<file path="src/rtl/mux_arb_pkg.sv">
// Shared definitions for the round-robin mux arbiter: sizes, state encoding
// and index/one-hot conversion helpers.
package mux_arb_pkg;

   localparam int N_REQ = 4;
   localparam int SEL_W = 2;

   typedef enum logic {
      ST_IDLE = 1'b0,
      ST_OWN  = 1'b1
   } arb_state_e;

   function automatic logic [SEL_W-1:0] onehot_to_idx(input logic [N_REQ-1:0] oh);
      logic [SEL_W-1:0] idx;
      idx = {SEL_W{1'b0}};
      for (int i = 0; i < N_REQ; i++) begin
         if (oh[i]) begin
            idx = idx | SEL_W'(i);
         end else begin
            idx = idx;
         end
      end
      return idx;
   endfunction

   function automatic logic [N_REQ-1:0] idx_to_onehot(input logic [SEL_W-1:0] idx);
      logic [N_REQ-1:0] oh;
      oh      = {N_REQ{1'b0}};
      oh[idx] = 1'b1;
      return oh;
   endfunction

endpackage

</file>
<file path="src/rtl/mux_rr_arbiter_pick.sv">
// Combinational round-robin pick: search starts just after 'last' and can
// optionally skip one index (the current owner on a forced switch).
module rr_pick
   import mux_arb_pkg::*;
(
   input  logic [N_REQ-1:0] req,
   input  logic [SEL_W-1:0] last,
   input  logic             excl_en,
   input  logic [SEL_W-1:0] excl_idx,
   output logic             pick_vld,
   output logic [SEL_W-1:0] pick_idx
);

   logic [N_REQ-1:0] masked_s;
   logic [N_REQ-1:0] rot_s;
   logic [SEL_W-1:0] base_s;
   logic [SEL_W-1:0] off_s;

   // Mask the excluded requester and rotate so bit 0 is the first candidate.
   always_comb begin
      base_s = last + 2'd1;
      if (excl_en) begin
         masked_s = req & ~idx_to_onehot(excl_idx);
      end else begin
         masked_s = req;
      end
      rot_s = {N_REQ{1'b0}};
      for (int k = 0; k < N_REQ; k++) begin
         rot_s[k] = masked_s[base_s + SEL_W'(k)];
      end
   end

   // Lowest set rotated bit wins; scan from the top so the last hit is lowest.
   always_comb begin
      pick_vld = 1'b0;
      off_s    = {SEL_W{1'b0}};
      for (int k = N_REQ - 1; k >= 0; k--) begin
         if (rot_s[k]) begin
            pick_vld = 1'b1;
            off_s    = SEL_W'(k);
         end else begin
            pick_vld = pick_vld;
         end
      end
      pick_idx = base_s + off_s;
   end

endmodule

</file>
<file path="src/rtl/mux_rr_arbiter.sv">
// Round-robin arbiter sharing one 4:1 mux among four requesters; drives a
// registered one-hot grant plus the mux select {S1,S0}.
module mux_rr_arbiter
   import mux_arb_pkg::*;
#(
   parameter int MAX_HOLD = 8
)
(
   input  logic             clk,
   input  logic             rst,
   input  logic [N_REQ-1:0] req,
   output logic [N_REQ-1:0] gnt,
   output logic             S0,
   output logic             S1,
   output logic             busy
);

   localparam int HOLD_W = (MAX_HOLD > 2) ? $clog2(MAX_HOLD) : 1;
   localparam logic [HOLD_W-1:0] HOLD_LAST = HOLD_W'(MAX_HOLD - 1);

   arb_state_e       state_r;
   arb_state_e       state_nxt_s;
   logic [SEL_W-1:0] last_r;
   logic [SEL_W-1:0] last_nxt_s;
   logic [HOLD_W-1:0] hold_cnt_r;
   logic [HOLD_W-1:0] hold_nxt_s;
   logic [N_REQ-1:0] gnt_r;
   logic [N_REQ-1:0] gnt_nxt_s;
   logic [SEL_W-1:0] sel_r;
   logic [SEL_W-1:0] sel_nxt_s;
   logic             busy_r;
   logic             busy_nxt_s;
   logic             take_s;
   logic             excl_en_s;
   logic             pick_vld_s;
   logic [SEL_W-1:0] pick_idx_s;

   // While owned, 'last' is the owner; excluding it only matters on a forced switch.
   assign excl_en_s = (state_r == ST_OWN);

   rr_pick u_pick (
      .req      (req),
      .last     (last_r),
      .excl_en  (excl_en_s),
      .excl_idx (last_r),
      .pick_vld (pick_vld_s),
      .pick_idx (pick_idx_s)
   );

   // Next-state, owner pointer and hold counter decisions.
   always_comb begin
      state_nxt_s = state_r;
      last_nxt_s  = last_r;
      hold_nxt_s  = hold_cnt_r;
      take_s      = 1'b0;
      case (state_r)
         ST_IDLE: begin
            if (pick_vld_s) begin
               take_s = 1'b1;
            end else begin
               take_s = 1'b0;
            end
         end
         ST_OWN: begin
            if (!req[last_r]) begin
               if (pick_vld_s) begin
                  take_s = 1'b1;
               end else begin
                  state_nxt_s = ST_IDLE;
               end
            end else if (hold_cnt_r == HOLD_LAST) begin
               if (pick_vld_s) begin
                  take_s = 1'b1;
               end else begin
                  hold_nxt_s = {HOLD_W{1'b0}};
               end
            end else begin
               hold_nxt_s = hold_cnt_r + HOLD_W'(1);
            end
         end
         default: begin
            state_nxt_s = ST_IDLE;
         end
      endcase
      if (take_s) begin
         state_nxt_s = ST_OWN;
         last_nxt_s  = pick_idx_s;
         hold_nxt_s  = {HOLD_W{1'b0}};
      end else begin
         last_nxt_s  = last_nxt_s;
      end
   end

   // Output values for the next edge; select holds its value while idle.
   always_comb begin
      busy_nxt_s = (state_nxt_s == ST_OWN);
      if (busy_nxt_s) begin
         gnt_nxt_s = idx_to_onehot(last_nxt_s);
         sel_nxt_s = onehot_to_idx(gnt_nxt_s);
      end else begin
         gnt_nxt_s = {N_REQ{1'b0}};
         sel_nxt_s = sel_r;
      end
   end

   // State and output registers; reset restarts the search at index 0.
   always_ff @(posedge clk or posedge rst) begin
      if (rst) begin
         state_r    <= ST_IDLE;
         last_r     <= 2'd3;
         hold_cnt_r <= {HOLD_W{1'b0}};
         gnt_r      <= 4'b0000;
         sel_r      <= 2'b00;
         busy_r     <= 1'b0;
      end else begin
         state_r    <= state_nxt_s;
         last_r     <= last_nxt_s;
         hold_cnt_r <= hold_nxt_s;
         gnt_r      <= gnt_nxt_s;
         sel_r      <= sel_nxt_s;
         busy_r     <= busy_nxt_s;
      end
   end

   assign gnt  = gnt_r;
   assign S0   = sel_r[0];
   assign S1   = sel_r[1];
   assign busy = busy_r;

endmodule

</file>
<file path="config.mk">
export PLATFORM = sky130hd
export DESIGN_NAME = mux_rr_arbiter
export DESIGN_NICKNAME = d
export VERILOG_FILES = /design/src/rtl/mux_arb_pkg.sv /design/src/rtl/mux_rr_arbiter_pick.sv /design/src/rtl/mux_rr_arbiter.sv
export SDC_FILE = /design/constraint.sdc
export NUM_CORES = 1
export LEC_CHECK = 0
export ABC_AREA = 1
export CAP_MARGIN = 10
export CORE_UTILIZATION = 50
export CTS_CLUSTER_SIZE = 12
export DETAILED_ROUTE_END_ITERATION = 16
export GPL_TIMING_DRIVEN = 0
export HOLD_SLACK_MARGIN = 0.03
export PLACE_DENSITY = 0.75
export SYNTH_ARGS = -nofsm -noshare
export SYNTH_HDL_FRONTEND = slang
export SYNTH_SLANG_ARGS = --single-unit
</file>
<file path="constraint.sdc">
create_clock -name clk -period 5.7 [get_ports clk]
set_input_delay 0.57 -clock clk [delete_from_list [all_inputs] [get_ports clk]]
set_output_delay 0.57 -clock clk [all_outputs]
set_load 0.01 [all_outputs]
</file>
==> out/metrics.cfg <==
[worst_hold_path]
hp-start=sel_r[1]
hold_end=sel_r[1]
min_path_cells=2
hold_path_class=reg -> reg

[placed_design]
portBuffers=12
dp_cells=172
dp_hpwl_mm=1.44
place.gp.congestion=0.829

[timing]
tightest_slew_ps=447
clock_skew_ps=2.45
drv_slew=0
tns_ps=0
rsz0062_at_grt=no
finalSetupViolCount=0
period_share_pct=50.2
fmax_mhz=350
min_period_ps=2860
slew_headroom_pct=70.1
hold_viol_final=0

[route]
wl_mm=1.80
wl_per_cell_um=10.2
drc=0
wl_met3_um=38
wl_met2_um=895
drt_iter0_markers=15
firstDrtPassIters=4
topRoutingLayerUsed=met4
vias_per_cell=4.76
drt.antenna.violating_nets=0
vias=838
m1WireLength_um=830

[cts]
clock_sinks=12
clk_pin_slew_worst_paths_ps=70
root_buffer=clkbuf_4
cts_resized=0
clock_path_buffers=2
cts_setup_buffers=0
cts_tree=yes
numCtsBuffers=3
hold_buffers=0
htreeDepth=1
clk_latency_ps=270

[global_route]
grt_pass1_vias=761
grt_max_degree=13
antenna_found_initial=0
grt.overflow.total=0
grtUsageTotal_pct=20.0
grt_pass1_wl_mm=3.01

[setup_path]
endpoint_kind=flop
rr_worst_depth=18
critPathMaxFanout=9
r2r-start=last_r[0]
reg2reg_slack_ps=2840
r2r_end=gnt[1]
cp.arrival_ps=3030
startpoint_type=flop
crit_type=reg -> reg
crit_required_ps=5870

[finish]
fillers=161
area_growth_pct=18.2
drive_above_1_share_pct=20.5
stdcell_count=176
layout.cells.most_common=nand2_1
fin_nets=165
post-route-util_pct=64.8
final_cell_mix=nand2_1 (43), nand3_1 (21), inv_1 (15)
antenna_cells=0

[logic_synthesis]
synthCells=135
ys_top_cells_by_area=dfrtp_1 (26%), nand2_1 (17%), nand3_1 (11%)
yosys.area.top_type=dfrtp_1
syn_area_um2=977
syn_nets=148
synth_top_area_share_pct=25.6
synth_seq_cells=12
syn_area_per_cell_um2=7.24
seq_area_frac_synth_pct=31.0
yosys_warnings=0
yosysUniqueCellTypes=20

[floorplan]
die_y_um=46.2
die_w_um=46.2
dieArea_mm2=0.00214
rows=15
io_pins=13
core_mm2=0.00178
start_util_pct=54.8

[job]
cap_violations=0

[run_status]
outcome=complete, no violations

cell type report:
cell class	count	area [µm²]	area share, %
Timing Repair Buffer	12	120	10.4
Buffer	4	41.3	3.58
Sequential cell	12	303	26.2
Tap cell	25	31.3	2.71
Clock buffer	4	26.3	2.28
Multi-Input combinational cell	101	566	49.0
Inverter	18	67.6	5.85
through the flow:
step                      instance area [µm²]  hold slack (ps)  setup WS (ps)
after floorplan                           977              433           3120
after global placement                   1130              466           2890
after detailed placement                 1130              466           2860
after CTS                                1150              495           2840
after global routing                     1150              525           2630
final                                    1150              491           2840
critical path, cell delays in order (launching register included):
cell and delay, ps:
dfstp_2 560, buf_6 150, inv_2 90, ha_1 290
buf_2 170, xnor2_1 240, nand3_1 140, nand2_1 120
nand2_1 60, a21oi_1 150, ha_1 180, xnor2_1 140
nand3_1 100, nand2_1 70, inv_1 40, nand2_1 90
nand2_2 60, inv_2 90, nor2_2 40
state kept, by name, indices dropped and copies added (netlist names):
register    cells
gnt             4
busy            1
sel_r           2
last_r          2
hold_cnt_r      3
kinds of logic (layout without fill, tap and decap cells):
group / after synthesis / in the layout / synth area share [%]
XOR/XNOR: 3 / 3 / 2.69
adder cells (fa/ha/maj): 7 / 7 / 8.96
AO/OA/AOI/OAI: 4 / 4 / 2.05
AND/OR/NAND/NOR: 87 / 87 / 44.2
flip-flops: 12 / 12 / 31.0
buffers and inverters: 22 / 38 / 11.1
worst max path at each step:
stage,startpoint,slack [ps],depth (start not counted),end
floorplan,last_r[0],3120,18,gnt[1]
global placement,last_r[0],2890,18,gnt[1]
detailed placement,last_r[0],2860,18,gnt[1]
CTS,last_r[0],2840,18,gnt[1]
global route,last_r[0],2630,18,gnt[1]
finish,last_r[0],2840,18,gnt[1]
synth_stat cells, drive strengths merged:
master  count
nand2      49
nand3      24
inv        18
nor2       14
dfrtp      10
ha          7
buf         4
o21ai       3
dfstp       2
xnor2       2
a21oi       1
xor2        1
layer usage:
metal  vias to the layer above  global-route usage [%]
li1                        453                       -
met1                       369                    24.6
met2                        12                    34.9
met3                         4                    1.18
met4                         0                    10.6
met5                         -                       0
Power is not shown: default switching activity piles up to over one toggle a cycle in this logic, so the estimate is an artifact.
